[src/rtl/hazard_ctrl.sv]
// rtl/hazard_ctrl.sv - forwarding select, load-use stall and branch flush control for the execute operand muxes
module hazard_ctrl #(
  parameter int CNT_W = 16
) (
  input  logic             clk,
  input  logic             rst,
  input  logic             id_valid_i,
  input  logic [4:0]       id_rs1_i,
  input  logic [4:0]       id_rs2_i,
  input  logic             id_use_rs1_i,
  input  logic             id_use_rs2_i,
  input  logic [4:0]       id_rd_i,
  input  logic             id_wen_i,
  input  logic             id_load_i,
  input  logic             br_taken_i,
  input  logic             cnt_clr_i,
  output logic [1:0]       A1_sel_o,
  output logic [1:0]       B1_sel_o,
  output logic             stall_o,
  output logic             flush_o,
  output logic [CNT_W-1:0] stall_cnt_o
);

  localparam logic [CNT_W-1:0] CNT_ONE = CNT_W'(1);

  logic       ex_vld, ex_wen, ex_load;
  logic [4:0] ex_rd;
  logic       wb_vld, wb_wen;
  logic [4:0] wb_rd;

  logic ex_hit_1, ex_hit_2, wb_hit_1, wb_hit_2;
  logic bubble;

  always_comb begin
    ex_hit_1 = id_valid_i & id_use_rs1_i & (id_rs1_i != 5'd0) & ex_vld & ex_wen & (ex_rd == id_rs1_i);
    ex_hit_2 = id_valid_i & id_use_rs2_i & (id_rs2_i != 5'd0) & ex_vld & ex_wen & (ex_rd == id_rs2_i);
    wb_hit_1 = id_valid_i & id_use_rs1_i & (id_rs1_i != 5'd0) & wb_vld & wb_wen & (wb_rd == id_rs1_i);
    wb_hit_2 = id_valid_i & id_use_rs2_i & (id_rs2_i != 5'd0) & wb_vld & wb_wen & (wb_rd == id_rs2_i);

    // The younger producer in EX wins over WB.
    A1_sel_o = ex_hit_1 ? 2'b01 : (wb_hit_1 ? 2'b10 : 2'b00);
    B1_sel_o = ex_hit_2 ? 2'b01 : (wb_hit_2 ? 2'b10 : 2'b00);

    // A taken branch kills the consumer, so it never needs to wait on the load.
    stall_o = rst & id_valid_i & ~br_taken_i & ex_load & (ex_hit_1 | ex_hit_2);
    flush_o = rst & br_taken_i;
    bubble  = stall_o | flush_o | ~id_valid_i;
  end

  always_ff @(posedge clk or negedge rst) begin
    if (!rst) begin
      ex_vld  <= 1'b0;
      ex_wen  <= 1'b0;
      ex_load <= 1'b0;
      ex_rd   <= 5'd0;
      wb_vld  <= 1'b0;
      wb_wen  <= 1'b0;
      wb_rd   <= 5'd0;
    end else begin
      wb_vld <= ex_vld;
      wb_wen <= ex_wen;
      wb_rd  <= ex_rd;
      if (bubble) begin
        ex_vld  <= 1'b0;
        ex_wen  <= 1'b0;
        ex_load <= 1'b0;
      end else begin
        ex_vld  <= 1'b1;
        ex_wen  <= id_wen_i;
        ex_load <= id_load_i;
        ex_rd   <= id_rd_i;
      end
    end
  end

  always_ff @(posedge clk or negedge rst) begin
    if (!rst) begin
      stall_cnt_o <= '0;
    end else if (cnt_clr_i) begin
      stall_cnt_o <= '0;
    end else if (stall_o && (stall_cnt_o != '1)) begin
      stall_cnt_o <= stall_cnt_o + CNT_ONE;
    end
  end

endmodule

[config.mk]
export PLATFORM = sky130hd
export DESIGN_NAME = hazard_ctrl
export DESIGN_NICKNAME = d
export VERILOG_FILES = /design/src/rtl/hazard_ctrl.sv
export SDC_FILE = /design/constraint.sdc
export NUM_CORES = 1
export LEC_CHECK = 0
export CAP_MARGIN = 20
export CELL_PAD_IN_SITES_DETAIL_PLACEMENT = 0
export CELL_PAD_IN_SITES_GLOBAL_PLACEMENT = 1
export CORE_AREA = 2 2 69 71
export DETAILED_ROUTE_END_ITERATION = 16
export DIE_AREA = 0 0 71 73
export PLACE_DENSITY = 0.82
export SYNTH_ARGS = -nofsm -noshare
export SYNTH_HDL_FRONTEND = slang
export SYNTH_SLANG_ARGS = --single-unit
[constraint.sdc]
create_clock -name clk -period 4.8 [get_ports clk]
set_input_delay 0.96 -clock clk [delete_from_list [all_inputs] [get_ports clk]]
set_output_delay 0.96 -clock clk [all_outputs]
set_load 0.005 [all_outputs]
==> results of run 1 <==
critical path, delay by kind of cell:
kind                   cells  cell delay, ns
and+or+nand+nor            3            0.84
AOI/OAI and AO/OA          1            0.24
buffers and inverters      2            0.99
state kept, by name, indices dropped and copies added, names as in the netlist:
name / flops
ex_rd: 5
ex_load: 1
wb_rd: 5
ex_wen: 1
stall_cnt_o: 16
ex_vld: 1
wb_wen: 1
wb_vld: 1
path summary, 6_finish.rpt:
check / endpoint / cells past startpoint
worst max-delay path: A1_sel_o[1] / 6
worst min-delay path: wb_vld / 0
worst max register to register: stall_cnt_o[14] / 7
worst min register to register: wb_vld / 0
max in group asynchronous: ex_load / 2
min in group asynchronous: stall_cnt_o[12] / 2
placed cells by master, fill, tap and decap left out, drive strengths merged, types with 3 or more instances in the layout:
master	instances
or3	8
o21ai	7
o31ai	6
mux2	6
clkbuf	6
nor4	5
xnor2	10
xor2	11
dfrtp	31
clkdlybuf4s50	45
nor2	9
nand4	5
nand2	11
a21oi	13
o211ai	3
nand3	4
or4	8
inv	5
power groups by stage:
stage	registers (mW)	clock network (mW)	logic (mW)
6_report	0.289	0.200	0.0757
4_1_cts	0.289	0.206	0.0772
3_5_place_dp	0.294	0	0.0766
2_1_floorplan	0.290	0	0.0396
5_1_grt	0.291	0.219	0.0830
3_3_place_gp	0.293	0	0.0765
cell families (layout without fill, tap and decap cells):
kind of cell	Yosys count	count (layout)
flops	31	31
mux	7	7
buf+inv	14	59
xor+xnor	21	21
compound gates	30	30
simple gates	59	59
fa+ha+maj	1	1
per-stage QoR:
stage,power [mW],utilization
finish,0.565,0.495
global route,0.593,0.495
CTS,0.573,0.495
detailed placement,0.370,0.476
global placement,0.370,0.476
floorplan,0.330,-
layout make-up:
class,instances,area [um2],share of cell area
timing repair buffer,47,465,0.207
sequential,31,776,0.346
clock buffer,6,82.6,0.0368
tap,54,67.6,0.0301
clock inverter,1,5.00,0.00223
multi-input combinational,118,830,0.370
inverter,5,18.8,0.00836
metal layers:
layer	vias up	global-route usage	part of all wire
met1	655	0.214	0.48
met3	4	0.0331	0.051
met2	39	0.252	0.46
met4	0	0.0503	0.0075
li1	676	-	-
met5	-	0	0
==> load_flow_metrics.sql, run 1 <==
INSERT INTO impl_metrics (metric_group, metric, value, unit) VALUES
('run_status', 'run_status', 'complete, no violations', ''),
('final_layout', 'antennaDiodeCount', '0', ''),
('setup_path', 'timing.critical_path.slowest_stage_cell', 'sky130_fd_sc_hd__or4_1', ''),
('routing', 'routedWlPerCell', '14.8', 'um'),
('routing', 'drc', '0', ''),
('sta', 'timing.slew.headroom', '0.552', ''),
('final_layout', 'nFillCells', '430', ''),
('place', 'detailed_place.area', '2160', 'um2'),
('sta', 'setup_total_negative_slack', '0', 'ns'),
('logic_synthesis', 'share_of_the_synthesized_area_in_the_top_cell_type', '0.462', ''),
('sta', 'achievable-frequency', '0.251', 'GHz'),
('setup_path', 'worst_setup_path_end_kind', 'primary output', ''),
('logic_synthesis', 'ys_types', '30', ''),
('sta', 'finalWorstPathRequiredPeriod', '3.98', 'ns'),
('pwr', 'static-leakage-power', '0.862', 'nW'),
('logic_synthesis', 'syn-instance-count', '163', ''),
('routing', 'initial_drt_markers', '22', ''),
('global_route', 'grt_overflow_total', '0', ''),
('floorplanning', 'initial_core_util', '0.370', ''),
('sta', 'finClkSkew', '0.00635', 'ns'),
('global_route', 'first_global_vias', '1339', ''),
('worst_hold_path', 'hold_class', 'reg2reg', ''),
('pwr', 'p_int', '0.429', 'mW'),
('logic_synthesis', 'xor_xnor_share_of_the_synthesized_area', '0.109', ''),
('setup_path', 'cp_cell_sequence', 'clkdlybuf4s50_1, or4_1, o211ai_2, nor4_4, nor3_1, clkdlybuf4s50_1', ''),
('logic_synthesis', 'synth-seq-area-share', '0.462', ''),
('flow_run', 'timing.max_cap.violations', '0', ''),
('logic_synthesis', 'synth-simple-area-share', '0.213', ''),
('pwr', 'power_density', '252', 'nW/um2'),
('sta', 'post-route-worst-setup-slack', '0.817', 'ns'),
('setup_path', 'timing.critical_path.from', 'id_rs1_i[1]', ''),
('logic_synthesis', 'yosys.area_share.adder', '0.00745', ''),
('logic_synthesis', 'synth-warning-count', '0', ''),
('sta', 'worst_slew_pin_tran', '0.670', 'ns'),
('logic_synthesis', 'synth_compound_area_frac', '0.118', ''),
('routing', 'detail-route-antenna-nets', '0', ''),
('final_layout', 'stdcell_area', '2240', 'um2'),
('sta', 'final_slew_viol_count', '0', ''),
('logic_synthesis', 'ys_dominant_reg_cell', 'sky130_fd_sc_hd__dfrtp_1', ''),
('logic_synthesis', 'synth-async-reset-ratio', '1.00', ''),
('pwr', 'clkPwrFrac', '0.355', ''),
('cts', 'insertion_delay', '0.27', 'ns'),
('global_route', 'grt.total_usage', '0.157', ''),
('final_layout', 'synthToLayoutAreaGrowth', '33.6', '%'),
('pwr', 'power.share.combinational', '0.134', ''),
('place', 'port-buffer-count', '45', ''),
('setup_path', 'cp_max_fo', '4', ''),
('floorplanning', 'boundaryPins', '46', ''),
('place', 'gpl.final_weighted_congestion', '0.843', ''),
('global_route', 'grt_first_pass_wirelength', '6440', 'um'),
('sta', 'layout_worst_path_cycle_share', '0.830', ''),
('floorplanning', 'die_y', '73', 'um'),
('pwr', 'power.net_switching', '0.136', 'mW'),
('floorplanning', 'design.die.area', '5180', 'um2'),
('logic_synthesis', 'synth_common_cells', 'sky130_fd_sc_hd__dfrtp_1, sky130_fd_sc_hd__a21oi_1, sky130_fd_sc_hd__nand2_1, sky130_fd_sc_hd__xor2_1, sky130_fd_sc_hd__xnor2_1', ''),
('sta', 'rsz0062_at_grt', 'no', ''),
('routing', 'count_of_tritonroute_iterations_in_the_first_routing_pass', '4', ''),
('floorplanning', 'fp.dieW', '71', 'um'),
('setup_path', 'critPathKind', 'in2out', ''),
('floorplanning', 'rows', '25', ''),
('sta', 'final.hold.worst_slack', '0.371', 'ns'),
('final_layout', 'num-nets-final', '233', ''),
('pwr', 'worst_ir_drop_vdd', '132', 'uV'),
('pwr', 'power_switching_share', '0.241', ''),
('cts', 'clock_tree.buffer_depth', '2', ''),
('place', 'pre_cts_slack', '0.806', 'ns'),
('floorplanning', 'fp.coreArea', '4540', 'um2'),
('place', 'place.detailed.instances', '255', ''),
('sta', 'final-setup-viol-count', '0', ''),
('setup_path', 'worst_path_largest_cell_delay', '0.57', 'ns'),
('pwr', 'relative_contribution_of_sequential_cells_to_total_power', '0.511', '');
No activity file was read; power rests on OpenSTA's default activity.
==> inputs of run 2 (changes only) <==
--- a/config.mk
+++ b/config.mk
@@ -8,10 +8,10 @@
 export CAP_MARGIN = 20
 export CELL_PAD_IN_SITES_DETAIL_PLACEMENT = 0
 export CELL_PAD_IN_SITES_GLOBAL_PLACEMENT = 1
-export CORE_AREA = 2 2 69 71
+export CORE_AREA = 2 2 75 77
 export DETAILED_ROUTE_END_ITERATION = 16
-export DIE_AREA = 0 0 71 73
-export PLACE_DENSITY = 0.82
+export DIE_AREA = 0 0 77 79
+export PLACE_DENSITY = 0.74
 export SYNTH_ARGS = -nofsm -noshare
 export SYNTH_HDL_FRONTEND = slang
 export SYNTH_SLANG_ARGS = --single-unit
==> constraint.sdc (replaced) <==
create_clock -name clk -period 3.35 [get_ports clk]
set_input_delay 0.67 -clock clk [delete_from_list [all_inputs] [get_ports clk]]
set_output_delay 0.67 -clock clk [all_outputs]
set_load 0.005 [all_outputs]
==> run 2 against run 1 <==
Against the previous run:
- worst hold slack improved by 0.0010 ns
- via count up 4.4%
- clock-buffer cell count increased by 2
- register-to-register slack worse by 1.6 ns
- first-iteration DRC count rose to 2.9 times the previous value
- clock power increased by 60%
- critical path type unchanged
==> load_flow_metrics.sql, run 2 (synthesis gave the netlist of run 1 again) <==
INSERT INTO impl_metrics (metric_group, metric, value, unit) VALUES
('sta', 'final.hold.worst_slack', '0.372', 'ns'),
('setup_path', 'cp_cell_sequence', 'clkdlybuf4s50_1, or4_1, o211ai_2, nor4_4, nor2_2, nor2_1, clkdlybuf4s50_1', ''),
('global_route', 'grt_first_pass_wirelength', '7010', 'um'),
('setup_path', 'crit_arrival', '2.59', 'ns'),
('final_layout', 'nFillCells', '569', ''),
('floorplanning', 'boundaryPins', '46', ''),
('worst_hold_path', 'hold_class', 'reg2reg', ''),
('pwr', 'relative_contribution_of_sequential_cells_to_total_power', '0.488', ''),
('cts', 'cts_htree_levels', '2', ''),
('final_layout', 'num-nets-final', '254', ''),
('pwr', 'power_switching_share', '0.239', ''),
('routing', 'initial_drt_markers', '64', ''),
('setup_path', 'cp_max_fo', '3', ''),
('setup_path', 'cp_num_buf_inv', '2', ''),
('cts', 'tritoncts', 'built', ''),
('floorplanning', 'initial_core_util', '0.315', ''),
('final_layout', 'ratio_of_cells_with_drive_above_1_in_the_final_layout', '0.200', ''),
('routing', 'finalWirelength', '4150', 'um'),
('sta', 'finClkSkew', '0.00836', 'ns'),
('sta', 'final-setup-viol-count', '0', ''),
('final_layout', 'largest_reg_flops', '16', ''),
('sta', 'achievable-frequency', '0.307', 'GHz'),
('routing', 'drc', '0', ''),
('pwr', 'power.share.combinational', '0.139', ''),
('floorplanning', 'design.die.area', '6080', 'um2'),
('place', 'port-buffer-count', '45', ''),
('routing', 'detail-route-antenna-nets', '0', ''),
('cts', 'clk_pin_slew', '0.07', 'ns'),
('pwr', 'power_density', '349', 'nW/um2'),
('sta', 'finalWorstPathRequiredPeriod', '3.26', 'ns'),
('place', 'detailedPlacementHpwl', '3220', 'um'),
('floorplanning', 'rows', '27', ''),
('sta', 'count_of_endpoints_failing_hold_in_the_final_timing_report', '0', ''),
('cts', 'insertion_delay', '0.28', 'ns'),
('setup_path', 'critPathKind', 'in2out', ''),
('routing', 'route.vias.total', '1434', ''),
('place', 'gpl.final_weighted_congestion', '0.792', ''),
('sta', 'timing.slew.headroom', '0.566', ''),
('cts', 'clock_tree.buffer_depth', '2', ''),
('floorplanning', 'fp.coreArea', '5340', 'um2'),
('final_layout', 'multi_input_area', '837', 'um2'),
('final_layout', 'final_core_utilization', '0.460', ''),
('setup_path', 'required_time_of_the_critical_path', '2.68', 'ns'),
('setup_path', 'worst_path_largest_cell_delay', '0.55', 'ns'),
('cts', 'tritoncts.num_buffers', '5', ''),
('global_route', 'grt_max_degree', '18', ''),
('pwr', 'clkPwrFrac', '0.374', ''),
('pwr', 'worst_ir_drop_vdd', '198', 'uV'),
('pwr', 'power.net_switching', '0.205', 'mW'),
('routing', 'avgViaCountPerCell', '4.75', ''),
('floorplanning', 'die_y', '79', 'um'),
('pwr', 'p_int', '0.651', 'mW'),
('cts', 'holdBufCountCts', '0', ''),
('global_route', 'grt.total_usage', '0.146', ''),
('setup_path', 'worst_setup_path_end_kind', 'primary output', ''),
('sta', 'layout_worst_path_cycle_share', '0.972', ''),
('pwr', 'post-layout-total-power', '0.856', 'mW'),
('global_route', 'first_global_vias', '1377', ''),
('routing', 'routedWlPerCell', '13.7', 'um'),
('sta', 'rsz0062_at_grt', 'yes', ''),
('run_status', 'run_status', 'complete, no violations', ''),
('setup_path', 'crit_path_start_kind', 'input port', ''),
('final_layout', 'antennaDiodeCount', '0', ''),
('sta', 'final_slew_viol_count', '0', ''),
('final_layout', 'final_cell_mix', 'sky130_fd_sc_hd__clkdlybuf4s50_1, sky130_fd_sc_hd__dfrtp_1, sky130_fd_sc_hd__buf_4, sky130_fd_sc_hd__a21oi_1', ''),
('final_layout', 'synthToLayoutAreaGrowth', '46.1', '%'),
('flow_run', 'timing.max_cap.violations', '0', ''),
('setup_path', 'timing.critical_path.slowest_stage_cell', 'sky130_fd_sc_hd__or4_1', ''),
('final_layout', 'most_common_cell_after_layout_fill_and_taps_aside', 'sky130_fd_sc_hd__clkdlybuf4s50_1', ''),
('global_route', 'antenna_found_initial', '0', ''),
('final_layout', 'area.sequential', '776', 'um2'),
('cts', 'clock_sinks', '31', ''),
('cts', 'root_cell_of_the_clock_tree', 'sky130_fd_sc_hd__clkbuf_8', ''),
('final_layout', 'registers.top_by_ff_count', 'stall_cnt_o', ''),
('global_route', 'grt_overflow_total', '0', ''),
('final_layout', 'biggestRegsByFlops', 'stall_cnt_o (16), ex_rd (5), wb_rd (5)', ''),
('setup_path', 'critPathMostFrequentCell', 'sky130_fd_sc_hd__clkdlybuf4s50_1', ''),
('routing', 'count_of_tritonroute_iterations_in_the_first_routing_pass', '4', ''),
('setup_path', 'timing.critical_path.max_delay_family', 'buffers and inverters', ''),
('floorplanning', 'fp.dieW', '77', 'um'),
('pwr', 'static-leakage-power', '1.02', 'nW'),
('sta', 'worst_slew_pin_tran', '0.649', 'ns');
-- run 2: cell types whose count changed in the layout (fill, tap and decap cells not counted), sizes merged --
cell and delta:
buf +21, clkbuf +2, clkdlybuf4s50 -4, clkinv -1, dlymetal6s2s +4
-- run 2: final timing paths --
kind	to	from	slack [ns]	cells past startpoint
worst max-delay path	stall_o	id_rs2_i[1]	0.09	7
max in group asynchronous	ex_vld	rst	2.38	2
worst min register to register	wb_wen	ex_wen	0.37	0
worst max register to register	stall_cnt_o[7]	ex_rd[0]	0.89	9
min in group asynchronous	stall_cnt_o[1]	rst	0.76	2
worst min-delay path	wb_wen	ex_wen	0.37	0
-- run 2: power by group through the flow --
stage | Sequential [mW] | Clock, mW | Combinational (mW)
6_report | 0.417 | 0.320 | 0.119
5_1_grt | 0.420 | 0.348 | 0.132
4_1_cts | 0.417 | 0.332 | 0.120
3_5_place_dp | 0.424 | 0 | 0.120
3_3_place_gp | 0.423 | 0 | 0.118
2_1_floorplan | 0.416 | 0 | 0.0567
-- run 2: area by class of cell --
type,count,area share
clock buffers,8,0.0408
inverters,5,0.00765
multi-input cells,118,0.341
flip-flops and latches,31,0.316
well taps,72,0.0367
repair buffers,68,0.258
-- run 2: through the flow --
stage / setup TNS [ns] / cells / setup slack [ns] / area [um2]
5_1_grt: -0.0286 / 302 / -0.0285 / 2450
2_1_floorplan: 0 / 163 / 0.964 / 1680
3_3_place_gp: 0 / 292 / 0.00148 / 2320
3_5_place_dp: 0 / 292 / 0.00798 / 2320
4_1_cts: 0 / 300 / 0.00973 / 2420
6_report: 0 / 302 / 0.0934 / 2450
-- run 2: repair_timing --
item	in CTS	in global routing
setup endpoints to repair	1	3
buffers inserted	0	2
resized for setup	0	6
pin swaps	1	2
endpoints found under the hold margin	0	0
-- run 2: metal layers --
layer / track usage / vias up / share of wire / wire [um]
met5: 0 / - / 0 / 0
met4: 0.0643 / 0 / 0.016 / 68
met3: 0.0273 / 5 / 0.032 / 131
met2: 0.228 / 24 / 0.49 / 2020
met1: 0.197 / 682 / 0.47 / 1940
li1: - / 723 / - / -
